**src/rtl/synfifo_pkg.sv**
```systemverilog
// Shared definitions for the synfifo family: default geometry, pointer
// width helper and the registered error-pulse encoding.
package synfifo_pkg;

  localparam int unsigned DEF_WIDTH = 8;
  localparam int unsigned DEF_DEPTH = 16;

  // At most one error can be flagged per cycle. Overflow needs a full FIFO
  // and underflow an empty one, and these are exclusive for DEPTH >= 2.
  typedef enum logic [1:0] {
    ERR_NONE = 2'b00,
    ERR_OVF  = 2'b01,
    ERR_UDF  = 2'b10
  } err_e;

  // Pointer width: address bits plus one wrap bit, so that full and empty
  // can be told apart when the address bits match.
  function automatic int unsigned ptr_width(input int unsigned depth);
    return $clog2(depth) + 1;
  endfunction

endpackage

```
**src/rtl/synfifo_mem.sv**
```systemverilog
// DEPTH x WIDTH storage for the synfifo family: one synchronous write port,
// one combinational read port. Contents are not reset.
module synfifo_mem #(
  parameter int unsigned WIDTH = 8,
  parameter int unsigned DEPTH = 16
) (
  input  logic                       CLK,
  input  logic                       wr_en,
  input  logic [$clog2(DEPTH)-1:0]   wr_addr,
  input  logic [WIDTH-1:0]           wr_data,
  input  logic [$clog2(DEPTH)-1:0]   rd_addr,
  output logic [WIDTH-1:0]           rd_data
);

  logic [WIDTH-1:0] mem [DEPTH];

  // Write port: store the word on the clock edge when enabled.
  always_ff @(posedge CLK) begin
    if (wr_en) begin
      mem[wr_addr] <= wr_data;
    end
  end

  assign rd_data = mem[rd_addr];

endmodule

```
**src/rtl/sync_fifo_param.sv**
```systemverilog
// Parametrised synchronous FIFO with occupancy count, almost-full/empty
// flags and registered overflow/underflow pulses.
// Optional macro SYNFIFO_FWFT_EN selects first-word-fall-through output;
// without it dOut is a registered read with one cycle of latency.
module sync_fifo_param
  import synfifo_pkg::*;
#(
  parameter int unsigned WIDTH    = DEF_WIDTH,
  parameter int unsigned DEPTH    = DEF_DEPTH,
  parameter int unsigned AF_LEVEL = DEPTH - 2,
  parameter int unsigned AE_LEVEL = 2
) (
  input  logic                          CLK,
  input  logic                          RST,
  input  logic                          wEN,
  input  logic                          rEN,
  input  logic [WIDTH-1:0]              dIn,
  output logic [WIDTH-1:0]              dOut,
  output logic                          bFull,
  output logic                          bEmpty,
  output logic                          bAlmostFull,
  output logic                          bAlmostEmpty,
  output logic [ptr_width(DEPTH)-1:0]   count,
  output logic                          ovf,
  output logic                          udf
);

  localparam int unsigned AW = $clog2(DEPTH);
  localparam int unsigned PW = ptr_width(DEPTH);
  localparam logic [PW-1:0] AF_CNT = PW'(AF_LEVEL);
  localparam logic [PW-1:0] AE_CNT = PW'(AE_LEVEL);

  logic [PW-1:0]    w_ptr;
  logic [PW-1:0]    r_ptr;
  logic             wr_acc;
  logic             rd_acc;
  logic [WIDTH-1:0] head;
  err_e             err_q;
  err_e             err_d;

  // Status is derived purely from the registered pointers.
  assign bEmpty       = (w_ptr == r_ptr);
  assign bFull        = (w_ptr[AW] != r_ptr[AW]) && (w_ptr[AW-1:0] == r_ptr[AW-1:0]);
  assign count        = w_ptr - r_ptr;
  assign bAlmostFull  = (count >= AF_CNT);
  assign bAlmostEmpty = (count <= AE_CNT);

  assign wr_acc = wEN && !bFull;
  assign rd_acc = rEN && !bEmpty;

  synfifo_mem #(
    .WIDTH (WIDTH),
    .DEPTH (DEPTH)
  ) u_mem (
    .CLK     (CLK),
    .wr_en   (wr_acc),
    .wr_addr (w_ptr[AW-1:0]),
    .wr_data (dIn),
    .rd_addr (r_ptr[AW-1:0]),
    .rd_data (head)
  );

  // Pointer registers: advance only on accepted operations, wrap naturally.
  always_ff @(posedge CLK) begin
    if (!RST) begin
      w_ptr <= '0;
      r_ptr <= '0;
    end else begin
      if (wr_acc) begin
        w_ptr <= w_ptr + 1'b1;
      end
      if (rd_acc) begin
        r_ptr <= r_ptr + 1'b1;
      end
    end
  end

  // Classify this cycle's rejected request, if any.
  always_comb begin
    err_d = ERR_NONE;
    if (wEN && bFull) begin
      err_d = ERR_OVF;
    end else if (rEN && bEmpty) begin
      err_d = ERR_UDF;
    end
  end

  // Error register: one-cycle pulse following the offending request.
  always_ff @(posedge CLK) begin
    if (!RST) begin
      err_q <= ERR_NONE;
    end else begin
      err_q <= err_d;
    end
  end

  assign ovf = (err_q == ERR_OVF);
  assign udf = (err_q == ERR_UDF);

`ifdef SYNFIFO_FWFT_EN
  logic [WIDTH-1:0] hold_q;

  // Shadow the head word while one exists; on draining, the popped word
  // remains here so dOut holds its last value while empty.
  always_ff @(posedge CLK) begin
    if (!RST) begin
      hold_q <= '0;
    end else if (!bEmpty) begin
      hold_q <= head;
    end
  end

  assign dOut = bEmpty ? hold_q : head;
`else
  logic [WIDTH-1:0] dout_q;

  // Registered read: capture the head word on an accepted read only.
  always_ff @(posedge CLK) begin
    if (!RST) begin
      dout_q <= '0;
    end else if (rd_acc) begin
      dout_q <= head;
    end
  end

  assign dOut = dout_q;
`endif

endmodule
```
**config.mk**
```make
export PLATFORM = sky130hd
export DESIGN_NAME = sync_fifo_param
export DESIGN_NICKNAME = d
export VERILOG_FILES = /design/src/rtl/synfifo_pkg.sv /design/src/rtl/synfifo_mem.sv /design/src/rtl/sync_fifo_param.sv
export SDC_FILE = /design/constraint.sdc
export NUM_CORES = 1
export LEC_CHECK = 0
export BUFFER_PORTS_ARGS = -buffer_cell sky130_fd_sc_hd__buf_2
export CAP_MARGIN = 20
export CORE_MARGIN = 3
export CORE_UTILIZATION = 55
export CTS_CLUSTER_DIAMETER = 150
export CTS_CLUSTER_SIZE = 30
export DETAILED_ROUTE_END_ITERATION = 16
export PLACE_DENSITY = 0.84
export SYNTH_ARGS = -nofsm -noshare
export SYNTH_HDL_FRONTEND = slang
export SYNTH_SLANG_ARGS = --single-unit
```
**constraint.sdc**
```tcl
create_clock -name CLK -period 5.45 [get_ports CLK]
set_input_delay 1.09 -clock CLK [delete_from_list [all_inputs] [get_ports CLK]]
set_output_delay 1.09 -clock CLK [all_outputs]
set_load 0.01 [all_outputs]
```
* Yosys cells after proc, flatten, opt, wreduce, memory -nomap -nowiden *
Memory sizes are Yosys's and may differ from the RTL's. A register that Yosys moved wholly into a read port is not among the register bits.
Cells that the tools add are included.

word-level totals
  bits in registers = 12
  bits in latches = 0
  memory bits (writable) = 128
  ROM bits = 0
  bits of input ports = 12
  output and inout port bits = 19
  word-level logic and storage cells = 29
  memories kept = 1

operators by class
  add/subtract/negate cells = 3
  multiply operators = 0
  divide/modulo/power cells = 0
  order comparisons = 2
  eq/ne operators = 5
  shift-type cells = 0
  muxes and demuxes = 4
  bitwise gates (word level) = 1
  reductions and logical operators = 9

memories
  name       depth  width  read ports  clocked after memory_dff  wr ports  RTL line           RTL
  u_mem.mem  16     8      1           1                         1         synfifo_mem.sv:15  logic [WIDTH-1:0] mem [DEPTH];

operators with widths
  cell                                                                number
  adder 5 x 1 -> 5 bit (second input constant)                        2
  == test 5 bit                                                       1
  greater-or-equal comparator 5 x 4 -> 1 bit (second input constant)  1
  less-or-equal comparator 5 x 2 -> 1 bit (second input constant)     1
  logical AND 1 bit                                                   5
  subtractor 5 bit                                                    1
  == test 4 bit                                                       1
  logical NOT 1 bit                                                   3
  two-way mux 1 bit                                                   3
  == test 2 x 1 -> 1 bit (second input constant)                      1
  == test 2 bit (second input constant)                               1
  two-way mux 2 bit                                                   1
  OR reduction 2 bit                                                  1
  inequality test 1 bit                                               1
  inverter 1 bit                                                      1

* Depth between registers and ports, before layout *
  word-level depth = 6
  depth in mapped cells = 9
  gate-level depth less buffers = 8

* By module *
Synthesis repeated with hierarchy kept, for this count alone.

second synthesis, totals
  cell total of the unflattened synthesis = 326
  area, all modules = 6020.8 um^2

modules (own cells, without submodules)
  module           instances  cells an instance  area an instance (um^2)  seq. area each (um^2)
  synfifo_mem      1          221                4987.3                   3843.7
  sync_fifo_param  1          105                1033.5                   400.4

* Worst setup path after synthesis *
No wires, ideal clock.

  kind = reg-to-output
  start = reg r_ptr[1]
  end = out bAlmostEmpty
  arrival time = 2.276 ns
  required time = 4.360 ns
  slack = 2.084 ns
  cell stages (with the launch flop) = 9
  path buffers = 2
  cell sequence = dfxtp_1 > buf_4 > buf_2 > inv_1 > fa_1 > a21o_1 > a21oi_1 > xnor2_1 > a211oi_1

between the ends
  word-level cells in the longest chain between the ends = 2

RTL lines
  what                                     RTL line               RTL
  start, declared                          sync_fifo_param.sv:34  logic [PW-1:0] r_ptr;
  start signal, assigned                   sync_fifo_param.sv:73  r_ptr <= r_ptr + 1'b1;
  subtractor 5 bit                         sync_fifo_param.sv:44  assign count = w_ptr - r_ptr;
  named net count[4]                       sync_fifo_param.sv:23  output logic [ptr_width(DEPTH)-1:0] count,
  less-or-equal comparator 5 x 2 -> 1 bit  sync_fifo_param.sv:46  assign bAlmostEmpty = (count <= AE_CNT);
  end, declared                            sync_fifo_param.sv:22  output logic bAlmostEmpty,

The timed path passes the listed nets, and every way through them passes these cells.

* Final worst setup path *
  start = reg r_ptr[0]
  end = out bAlmostEmpty

between the ends
  word-level cells in the longest chain between the ends = 2

RTL lines
  what                                     RTL line
  subtractor 5 bit                         sync_fifo_param.sv:44
  less-or-equal comparator 5 x 2 -> 1 bit  sync_fifo_param.sv:46

Every way passes these cells.

==> impl_summary.md <==
Synth
The total of flip-flops plus latches after synthesis is 148. The most used flip-flop cell after synthesis is sky130_fd_sc_hd__edfxtp_1. Yosys printed 0 warnings. The cell area after synthesis is 5991 um2. Of the synthesized area, sequential elements account for 70.84%. The gate count of the mapped netlist is 377. The post-synthesis cell type count is 40. Counting every net in the synthesized netlist gives 399. The average cell area after synthesis is 15.89 um2.

The fraction of registers with async set/reset is 0%. The synthesized design contains 128 enable-type register cells.

Power
The static leakage is 2.273 nW. The largest voltage drop on the vdd net is 0.1885 mV. Power spread over the standard cell area amounts to 412.6 nW/um2.

Worst setup path
Measured in cells, the most critical reg-to-reg path has a length of 7. Along the worst path, the maximum fanout reaches 25. The highest cell delay on the worst timing path is 390 ps. The worst-path cell with the longest stage delay is sky130_fd_sc_hd__fa_1. The worst register-to-register path ends at u_mem.mem[0][4]$_DFFE_PP_. Traced cell by cell, the critical path runs through buf_4, ha_1, inv_1, fa_1, a21o_1, a21oi_1, xnor2_1, a211oi_1, buf_2. The setup check on the worst reg-to-reg path leaves a slack of 2390 ps. The critical path data arrival time is 2770 ps. The sort of element at the end of the critical path is an output port.

The worst setup path is launched from a flip-flop. The setup path with the least slack is of type reg -> out. Counting both buffers and inverters, the worst setup path holds a total of 3.

The data required time of the critical path is 4360 ps. The worst register-to-register path begins at r_ptr[2]$_SDFFE_PN0P_. The dominant delay contributor by cell family on the critical path is adder cells.

Detailed routing
The initial DRC count is 426. The number of antenna-violating nets in the routed design is 0. The total via count after detailed routing is 3567. Summed over all layers, the routed wires come to 12980 um. The number of detailed-route iterations in the first pass is 5. The mean number of vias per cell is 6.324.

The routed length per instance is 23.02 um. In the routed design, unresolved DRC markers number 0.

Timing
Setup repair after global routing left no endpoint under its margin. The worst clock skew on the final layout is 13.45 ps. For the pin with the worst max-slew slack, the measured transition is 998.2 ps.

After layout, the worst path uses 70.80% of the clock period. The final hold violation count was 0. The number of slew-limit violations in the final report was 0. The number of endpoints failing setup at the final stage is 0.

The final total negative setup slack is 0 ps. The relative slew slack is 32.94%. The time the worst path needs with I/O delays and setup is 3859 ps.

Derived from the worst setup path, the maximum achievable clock frequency is 0.2592 GHz. The worst hold slack across all endpoints is 572.3 ps.

Clock tree
The clock latency on the worst-skew pair is 530 ps. The H-tree depth is 4. The number of buffers inserted by post-CTS setup repair is 0. In this run, CTS created clock tree buffers numbering 17.

After clock tree synthesis, the flow added hold-fix buffers numbering 0. The number of gates resized after cts is 0. In this run the clock root is driven by a sky130_fd_sc_hd__clkbuf_8. TritonCTS built the clock tree. Counting every sink on the clock net gives 148. Clock-pin slew was measured on the worst setup and hold paths at 70 ps. The clock passes through at most 2 buffers.

Cells and area
The finished layout holds 564 standard cells, fillers aside. The net count of the finished layout is 437. From synthesis to final layout, the design area changed by 14.87%. The utilization after layout is 65.77%. The layout cell share with drive strength beyond 1 is 19.16%. The number of diodes added for antenna fixing is 0. The finished cells cover 6882 um2.

Global route
The first global-routing pass estimated 19480 um of wire. Entering global routing, the biggest net connects 32 pins. The remaining global-route overflow is 0. The via count of the first global-routing pass is 3520. The initial antenna violation count came to 0. In the global route stage, overall resource usage came out at 22.46%.

Place
Summing all placed instances gives a cell area of 6259 um2. In this run, placement finished with an instance count of 530. The count of input and output buffers is 30. The HPWL after detailed placement is 7893 um.

The congestion estimate from routability-driven global placement came to 0.8365.

Floorplanning
The standard cell core area is 10460 um2. In this run the vertical extent of the chip is 110.4 um. The number of I/O pins is 31. The die is 110.4 um wide.

The die covers 12180 um2. The initial cell density of the core is 57.26%. The number of core rows is 37.

Status
The flow ran to the end, and the final reports show no timing, DRC or antenna violations.

Run
Across the run, the number of max-cap violations was 0.

Hold path
The startpoint identified for the worst hold timing path is dOut[6]$_SDFFE_PN0P_. The tightest min-delay check is of the reg -> reg type. The instance count along the most critical hold path is 2. The worst hold path terminates at dOut[6]$_SDFFE_PN0P_.
==> Yosys cell counts (all sizes together) (2+ instances only) <==
cell	number	area [um2]
edfxtp	128	3844
mux2i	51	510.5
nor2	22	82.58
dfxtp	20	400.4
o21ai	20	103.9
o22ai	16	100.1
nor3	13	65.06
buf	12	63.80
a21oi	11	55.05
ha	9	112.6
a221oi	8	70.07
inv	8	30.03
mux4	8	180.2
clkbuf	5	20.01
nand2	5	18.77
xnor2	5	51.30
nor2b	4	25.02
xor2	4	42.55
and3	3	18.77
nand2b	3	18.77
o211ai	3	27.52
o21a	3	22.52
or3	3	18.77
a21o	2	15.01
nand3	2	10.01
nand3b	2	15.01
==> kinds of logic (layout without fill, tap and decap cells) <==
| family | after synthesis | count (layout) | synth area share [%] |
|---|---|---|---|
| compound gates | 65 | 65 | 6.871 |
| xor+xnor | 9 | 9 | 1.567 |
| fa+ha+maj | 10 | 10 | 2.214 |
| buf+inv | 26 | 77 | 1.963 |
| flops | 148 | 148 | 70.84 |
| mux | 59 | 59 | 11.53 |
| simple gates | 60 | 60 | 5.013 |
==> power by group <==
part	internal [mW]	total (mW)	leakage (nW)	switching [mW]
Clock	0.731	1.20	0.291	0.465
Combinational	0.138	0.359	0.662	0.222
Sequential	1.26	1.28	1.32	0.0208
==> placed cells by master, fill, tap and decap left out, types with 3 or more instances in the layout <==
| cell type | n |
|---|---|
| sky130_fd_sc_hd__nand2_1 | 5 |
| sky130_fd_sc_hd__dfxtp_1 | 19 |
| sky130_fd_sc_hd__nor2b_1 | 4 |
| sky130_fd_sc_hd__inv_6 | 3 |
| sky130_fd_sc_hd__and3_1 | 3 |
| sky130_fd_sc_hd__clkbuf_8 | 3 |
| sky130_fd_sc_hd__nor2_1 | 22 |
| sky130_fd_sc_hd__mux2i_1 | 51 |
| sky130_fd_sc_hd__buf_2 | 32 |
| sky130_fd_sc_hd__xor2_1 | 3 |
| sky130_fd_sc_hd__inv_1 | 8 |
| sky130_fd_sc_hd__a221oi_1 | 8 |
| sky130_fd_sc_hd__nand2b_1 | 3 |
| sky130_fd_sc_hd__clkbuf_16 | 16 |
| sky130_fd_sc_hd__o22ai_1 | 16 |
| sky130_fd_sc_hd__xnor2_1 | 4 |
| sky130_fd_sc_hd__ha_1 | 9 |
| sky130_fd_sc_hd__o21a_1 | 3 |
| sky130_fd_sc_hd__a21oi_1 | 11 |
| sky130_fd_sc_hd__bufinv_16 | 3 |
| sky130_fd_sc_hd__o21ai_0 | 19 |
| sky130_fd_sc_hd__or3_1 | 3 |
| sky130_fd_sc_hd__mux4_2 | 8 |
| sky130_fd_sc_hd__clkinvlp_4 | 3 |
| sky130_fd_sc_hd__nor3_1 | 13 |
| sky130_fd_sc_hd__edfxtp_1 | 128 |
| sky130_fd_sc_hd__buf_4 | 4 |
==> per-layer routing <==
layer  vias to the layer above  GRT usage (%)  routed length, um
met1                      1734          29.78               4987
met3                        38          5.882               1322
li1                       1544              -                  -
met5                         -              0                  0
met4                         0          10.11                474
met2                       251          35.14               6197
==> worst reg2reg max path: cells and delay by family, from the launching register on <==
kind / cells / cell delay, ps
DFF: 1 / 310
adders and majority gates: 1 / 400
buffers and inverters: 2 / 550
and+or+nand+nor: 3 / 1140
AOI/OAI and AO/OA: 1 / 290
==> per-stage QoR <==
step / setup slack, ps / total power, mW
after floorplan: 2084 / 1.531
after global placement: 2211 / 1.640
after detailed placement: 2143 / 1.652
after CTS: 1595 / 2.839
after global routing: 1451 / 2.921
final: 1592 / 2.839
==> worst max-delay path by stage <==
stage                               start           end  slack [ps]  depth (start not counted)
floorplan           r_ptr[1]$_SDFFE_PN0P_  bAlmostEmpty        2080                          8
global placement    r_ptr[0]$_SDFFE_PN0P_  bAlmostEmpty        2210                          9
detailed placement  r_ptr[0]$_SDFFE_PN0P_  bAlmostEmpty        2140                          9
CTS                 r_ptr[0]$_SDFFE_PN0P_  bAlmostEmpty        1600                          9
global route        r_ptr[0]$_SDFFE_PN0P_  bAlmostEmpty        1450                          9
finish              r_ptr[0]$_SDFFE_PN0P_  bAlmostEmpty        1590                          9
==> layout make-up <==
cell class                      instances  area, um2
Multi-Input combinational cell        203       1629
Sequential cell                       148       4245
Inverter                                9      33.78
Clock buffer                           20      445.4
Clock inverter                         12      167.7
Timing Repair Buffer                   36      190.2
Tap cell                              136      170.2
Fill cell                             707       3581
==> sequential cells by signal (all words and copies together) (netlist names) <==
name and flops:
w_ptr 5, r_ptr 5, dOut 8, u_mem.mem 128, err_q 2
(Power assumes the default switching activity.)
